### config.mk
export PLATFORM = sky130hd
export DESIGN_NAME = eth_fcs_inserter
export DESIGN_NICKNAME = d
export VERILOG_FILES = /design/src/rtl/eth_fcs_inserter.sv
export SDC_FILE = /design/constraint.sdc
export NUM_CORES = 1
export LEC_CHECK = 0
export CORE_MARGIN = 8
export CORE_UTILIZATION = 30
export DETAILED_ROUTE_END_ITERATION = 10
export PLACE_DENSITY = 0.46
export SYNTH_ARGS = -nofsm -noshare
export SYNTH_HDL_FRONTEND = slang
export SYNTH_SLANG_ARGS = --single-unit
export TNS_END_PERCENT = 100
### constraint.sdc
create_clock -name clk -period 6.56 [get_ports clk]
set_input_delay 0.656 -clock clk [delete_from_list [all_inputs] [get_ports clk]]
set_output_delay 0.656 -clock clk [all_outputs]
set_load 0.03 [all_outputs]
### src/rtl/eth_fcs_inserter.sv
// eth_fcs_inserter: appends the Ethernet FCS (CRC-32, reflected, inverted)
// to an AXI-Stream frame that arrives without one.
// Also contains `crc`, the byte-wide CRC-32 engine that the sequencer drives.
// Compile-time option FCS_PAD_EN: when defined, frames shorter than
// MIN_FRAME_BYTES are zero-padded to that length before the FCS is appended.

module crc (
  input  logic        clk,
  input  logic        sresetn,
  input  logic        s_tvalid,
  input  logic        s_tlast,
  input  logic [7:0]  s_tdata,
  input  logic        m_tready,
  output logic [31:0] m_tdata
);

  logic [31:0] lfsr;
  logic [31:0] lfsr_nxt;

  // One byte of the reflected Ethernet CRC (polynomial 0xEDB88320).
  function automatic logic [31:0] crc_byte(input logic [31:0] c, input logic [7:0] d);
    logic [31:0] r;
    r = c ^ {24'h000000, d};
    for (int i = 0; i < 8; i++) begin
      r = r[0] ? ((r >> 1) ^ 32'hEDB88320) : (r >> 1);
    end
    return r;
  endfunction

  assign lfsr_nxt = crc_byte(lfsr, s_tdata);
  // The result includes the byte currently presented, so it can be captured
  // in the same cycle as the final byte.
  assign m_tdata  = ~lfsr_nxt;

  // LFSR update on each accepted byte; reseeds after the last byte of a frame.
  always_ff @(posedge clk) begin
    if (!sresetn) begin
      lfsr <= 32'hFFFFFFFF;
    end else if (s_tvalid && m_tready) begin
      lfsr <= s_tlast ? 32'hFFFFFFFF : lfsr_nxt;
    end
  end

endmodule

module eth_fcs_inserter #(
  parameter int MIN_FRAME_BYTES = 60,
  parameter int CNT_WIDTH       = 16
) (
  input  logic       clk,
  input  logic       areset,
  output logic       s_axis_tready,
  input  logic       s_axis_tvalid,
  input  logic       s_axis_tlast,
  input  logic [7:0] s_axis_tdata,
  input  logic       m_axis_tready,
  output logic       m_axis_tvalid,
  output logic       m_axis_tlast,
  output logic [7:0] m_axis_tdata,
  output logic       busy
);

  if (MIN_FRAME_BYTES < 1 || MIN_FRAME_BYTES > 65535 ||
      (64'(1) << CNT_WIDTH) <= 64'(MIN_FRAME_BYTES)) begin : g_cfg_check
    $error("eth_fcs_inserter: MIN_FRAME_BYTES out of range or CNT_WIDTH too narrow");
  end

  typedef enum logic [2:0] {
    PASS = 3'd0,
`ifdef FCS_PAD_EN
    PAD  = 3'd1,
`endif
    FCS0 = 3'd2,
    FCS1 = 3'd3,
    FCS2 = 3'd4,
    FCS3 = 3'd5
  } state_t;

  state_t      state, state_nxt;

  logic        vld_p1;
  logic        last_p1;
  logic [7:0]  data_p1;
  logic [31:0] fcs_reg;
  logic        busy_r;

  logic        load;
  logic        s_rdy;
  logic        ld;
  logic        ld_last;
  logic [7:0]  ld_data;
  logic        crc_vld;
  logic        crc_last;
  logic [7:0]  crc_data;
  logic [31:0] crc_w;
  logic        pass_hs;
  logic        out_done;

`ifdef FCS_PAD_EN
  localparam logic [CNT_WIDTH:0] MIN_W = (CNT_WIDTH + 1)'(MIN_FRAME_BYTES);

  logic [CNT_WIDTH-1:0] cnt, cnt_nxt;
  logic                 reach_min;

  // Counter increment that saturates at the minimum frame length, so long
  // frames never wrap back into the padding decision.
  function automatic logic [CNT_WIDTH-1:0] sat_inc(input logic [CNT_WIDTH-1:0] c);
    logic [CNT_WIDTH:0] s;
    s = {1'b0, c} + 1'b1;
    return (s >= MIN_W) ? MIN_W[CNT_WIDTH-1:0] : s[CNT_WIDTH-1:0];
  endfunction

  assign reach_min = (({1'b0, cnt} + 1'b1) >= MIN_W);
`endif

  crc u_crc (
    .clk      (clk),
    .sresetn  (~areset),
    .s_tvalid (crc_vld),
    .s_tlast  (crc_last),
    .s_tdata  (crc_data),
    .m_tready (1'b1),
    .m_tdata  (crc_w)
  );

  assign load          = !vld_p1 || m_axis_tready;
  assign s_axis_tready = s_rdy && !areset;
  assign pass_hs       = (state == PASS) && s_axis_tvalid && load;
  assign out_done      = vld_p1 && last_p1 && m_axis_tready;

  assign m_axis_tvalid = vld_p1;
  assign m_axis_tlast  = last_p1;
  assign m_axis_tdata  = data_p1;
  assign busy          = busy_r;

  // Next-state, input ready, crc feed and output-stage load selection.
  always_comb begin
    state_nxt = state;
    s_rdy     = 1'b0;
    ld        = 1'b0;
    ld_last   = 1'b0;
    ld_data   = 8'h00;
    crc_vld   = 1'b0;
    crc_last  = 1'b0;
    crc_data  = 8'h00;
`ifdef FCS_PAD_EN
    cnt_nxt   = cnt;
`endif
    case (state)
      PASS: begin
        s_rdy = load;
        if (s_axis_tvalid && load) begin
          ld       = 1'b1;
          ld_data  = s_axis_tdata;
          crc_vld  = 1'b1;
          crc_data = s_axis_tdata;
`ifdef FCS_PAD_EN
          cnt_nxt  = sat_inc(cnt);
          if (s_axis_tlast) begin
            if (reach_min) begin
              crc_last  = 1'b1;
              state_nxt = FCS0;
            end else begin
              state_nxt = PAD;
            end
          end
`else
          if (s_axis_tlast) begin
            crc_last  = 1'b1;
            state_nxt = FCS0;
          end
`endif
        end
      end
`ifdef FCS_PAD_EN
      PAD: begin
        if (load) begin
          ld      = 1'b1;
          crc_vld = 1'b1;
          cnt_nxt = sat_inc(cnt);
          if (reach_min) begin
            crc_last  = 1'b1;
            state_nxt = FCS0;
          end
        end
      end
`endif
      FCS0: begin
        if (load) begin
          ld        = 1'b1;
          ld_data   = fcs_reg[7:0];
          state_nxt = FCS1;
        end
      end
      FCS1: begin
        if (load) begin
          ld        = 1'b1;
          ld_data   = fcs_reg[15:8];
          state_nxt = FCS2;
        end
      end
      FCS2: begin
        if (load) begin
          ld        = 1'b1;
          ld_data   = fcs_reg[23:16];
          state_nxt = FCS3;
        end
      end
      FCS3: begin
        if (load) begin
          ld        = 1'b1;
          ld_last   = 1'b1;
          ld_data   = fcs_reg[31:24];
          state_nxt = PASS;
`ifdef FCS_PAD_EN
          cnt_nxt   = '0;
`endif
        end
      end
      default: state_nxt = PASS;
    endcase
  end

  // State, counter, output stage and busy flag.
  always_ff @(posedge clk or posedge areset) begin
    if (areset) begin
      state   <= PASS;
      vld_p1  <= 1'b0;
      last_p1 <= 1'b0;
      data_p1 <= 8'h00;
      busy_r  <= 1'b0;
`ifdef FCS_PAD_EN
      cnt     <= '0;
`endif
    end else begin
      state <= state_nxt;
`ifdef FCS_PAD_EN
      cnt   <= cnt_nxt;
`endif
      // ---- output stage boundary ----
      if (load) begin
        vld_p1  <= ld;
        last_p1 <= ld_last;
        if (ld) data_p1 <= ld_data;
      end
      if (pass_hs)       busy_r <= 1'b1;
      else if (out_done) busy_r <= 1'b0;
    end
  end

  // FCS capture on the cycle the final (data or pad) byte reaches the crc.
  always_ff @(posedge clk) begin
    if (crc_last) fcs_reg <= crc_w;
  end

endmodule

==> results.ini <==
[cts]
clock_tree.root_cell=clkbuf_16
h-tree-depth=3
clock_path_buffers=2
postCtsSetupRepairBufs=0
cts_tree=done
postCtsHoldBufs=0
cts_buffers=9
ctsResizeCount=0
cts.sink_count=78
clk_latency_ns=0.34
cts.clk_slew.worst_paths_ns=0.06

[placed_design]
dp_hpwl_mm=8.78
portBuffers=24
finalWeightedCongestion=0.766
preCtsSetupSlack_ns=3.15

[sta]
final.setup.tns_ns=0
hold_viol=0
maxSlewViolCount=0
setup_ws_ns=3.49
fmax_mhz=326
setup_viol=0
fin_crit_sh=0.468
worst_slew_pin_slew_ns=1.08
min_period_ns=3.07
maxSlewHeadroom=0.280
clock_skew_ns=0.00955
rsz0062_at_grt=no

[power]
vdd_drop_max_mv=0.166
powerDensity_nw_per_um2=584
p_leak_uw=0.00189

[worst_setup_path]
cp_data_required_time_ns=6.63
endpoint_kind=flop
setup.worst_path.start_class=input pin
path_delay_family=simple AND/OR/NAND/NOR gates
criticalPathCategory=in2reg
critical_path.slowest_cell=clkdlybuf4s50_1
crit_chain=clkdlybuf4s50_1 > nand2b_1 > nand3_2 > buf_4 > nor2_1 > xnor3_1
max_stage_delay_ns=0.49
worst-path-max-fanout=57
cp.arrival_ns=3.14
critPathBufInv=2

[finish]
layout_common_cells=xnor2_1, nand2_1, edfxtp_1, dfxtp_1, nor2_1
syn_to_final_growth_pct=10.7
final_common_cell=xnor2_1
post-route-util=0.338
fin_nets=438
num_antenna_cells=0
drive_gt1_frac=0.0512

[synthesis]
syn_area_per_cell_um2=11.0
synthFlopType=edfxtp_1
synth-simple-area-share=0.0790
synth-adder-area-share=0
synth_top_family_by_area=XOR/XNOR gates
synth_cell_types=43
synth_seq_cells=78
synthesis.area_um2=4630
postSynth.asyncResetShare=0.179
synth.yosys.seq_area_share=0.422
synth_mux_area_frac=0.0130
synthXorXnorAreaFrac=0.321
synth_cells=422
synth_compound_gate_area_share=0.109
yosys_warnings=0
syn_nets=435
synth_edf_count=32

[drt]
wl_mm=11.6
routed_via_density=4.66
ant_nets=0
num_vias=2878
wl_per_cell_um=18.8
drc=0
dr.pass1.iters=4
drtIter0Drc=165

[global_route]
grt_pass1_vias=2927
grt_usage=0.122
grt_overflow=0
grt_max_degree=58
antenna_found_initial=0
grt_pass1_wl_mm=18.0

[outcome]
outcome=complete, no violations

[floorplan]
io_pins=25
die_h_um=140
coreArea_um2=15100
rows=45
start_util=0.305
dieWidth_um=140
dieArea_um2=19600

[min_path]
min_path_type=reg2reg

[flow_run]
drv_cap=0

## report_power, final
group	switching, uW	internal, uW	total [uW]
Sequential	131	744	876
Combinational	921	749	1670
Clock	188	256	444
Total	1240	1750	2990
## through the flow
stage	area [um^2]	power [uW]	hold slack [ns]	cells
floorplan	4630	2150	0.441	422
global placement	4870	2560	0.451	602
detailed placement	4870	2560	0.477	602
CTS	5120	3030	0.486	618
global route	5120	3170	0.522	618
finish	5120	2990	0.480	618
## tightest hold or removal path, stage by stage, from the launching register on
cell,delay (ns)
dfxtp_1,0.33
a21oi_1,0.06
o21ai_0,0.06
## area by class of cell
type | count | area [um^2]
tap | 188 | 235
inverter | 1 | 3.75
clock buffer | 14 | 244
multi-input combinational | 308 | 2410
fill | 1470 | 10000
clock inverter | 2 | 10.0
timing repair buffer | 27 | 263
sequential | 78 | 1950
## worst paths after layout
check	from	end	slack, ns	cells after the start
min in group asynchronous	areset	m_axis_tdata[0]	0.87	2
max in group asynchronous	areset	m_axis_tdata[2]	5.27	2
worst max-delay path	m_axis_tready	fcs_reg[18]	3.49	6
worst min-delay path	u_crc.lfsr[25]	u_crc.lfsr[25]	0.48	2
worst min register to register	u_crc.lfsr[25]	u_crc.lfsr[25]	0.48	2
worst max register to register	state[0]	fcs_reg[18]	3.50	5
## Yosys cell counts (11+ instances only)
master	count	area share
xnor2_1	94	0.18
clkbuf_1	16	0.013
nor2_1	28	0.023
edfxtp_1	32	0.21
a21oi_1	25	0.027
o21ai_0	16	0.017
dfxtp_1	32	0.14
xor2_1	24	0.045
dfrtp_1	14	0.076
xnor3_1	11	0.054
o211ai_1	17	0.028
nand2_1	39	0.032
## routing by layer
| metal | global-route usage | vias up | part of all wire |
|---|---|---|---|
| met2 | 0.190 | 48 | 0.45 |
| met4 | 0.0463 | 0 | 0.015 |
| met1 | 0.164 | 1372 | 0.49 |
| met5 | 0 | - | 0 |
| li1 | - | 1446 | - |
| met3 | 0.0262 | 12 | 0.042 |
## cell families (layout without fill, tap and decap cells)
logic type / after synthesis / in the layout
flip-flops: 78 / 78
XOR/XNOR: 138 / 138
AND/OR/NAND/NOR: 84 / 84
AO/OA/AOI/OAI: 80 / 80
multiplexers: 6 / 6
buffers and inverters: 36 / 44
Power figures use the tool's default switching activity.
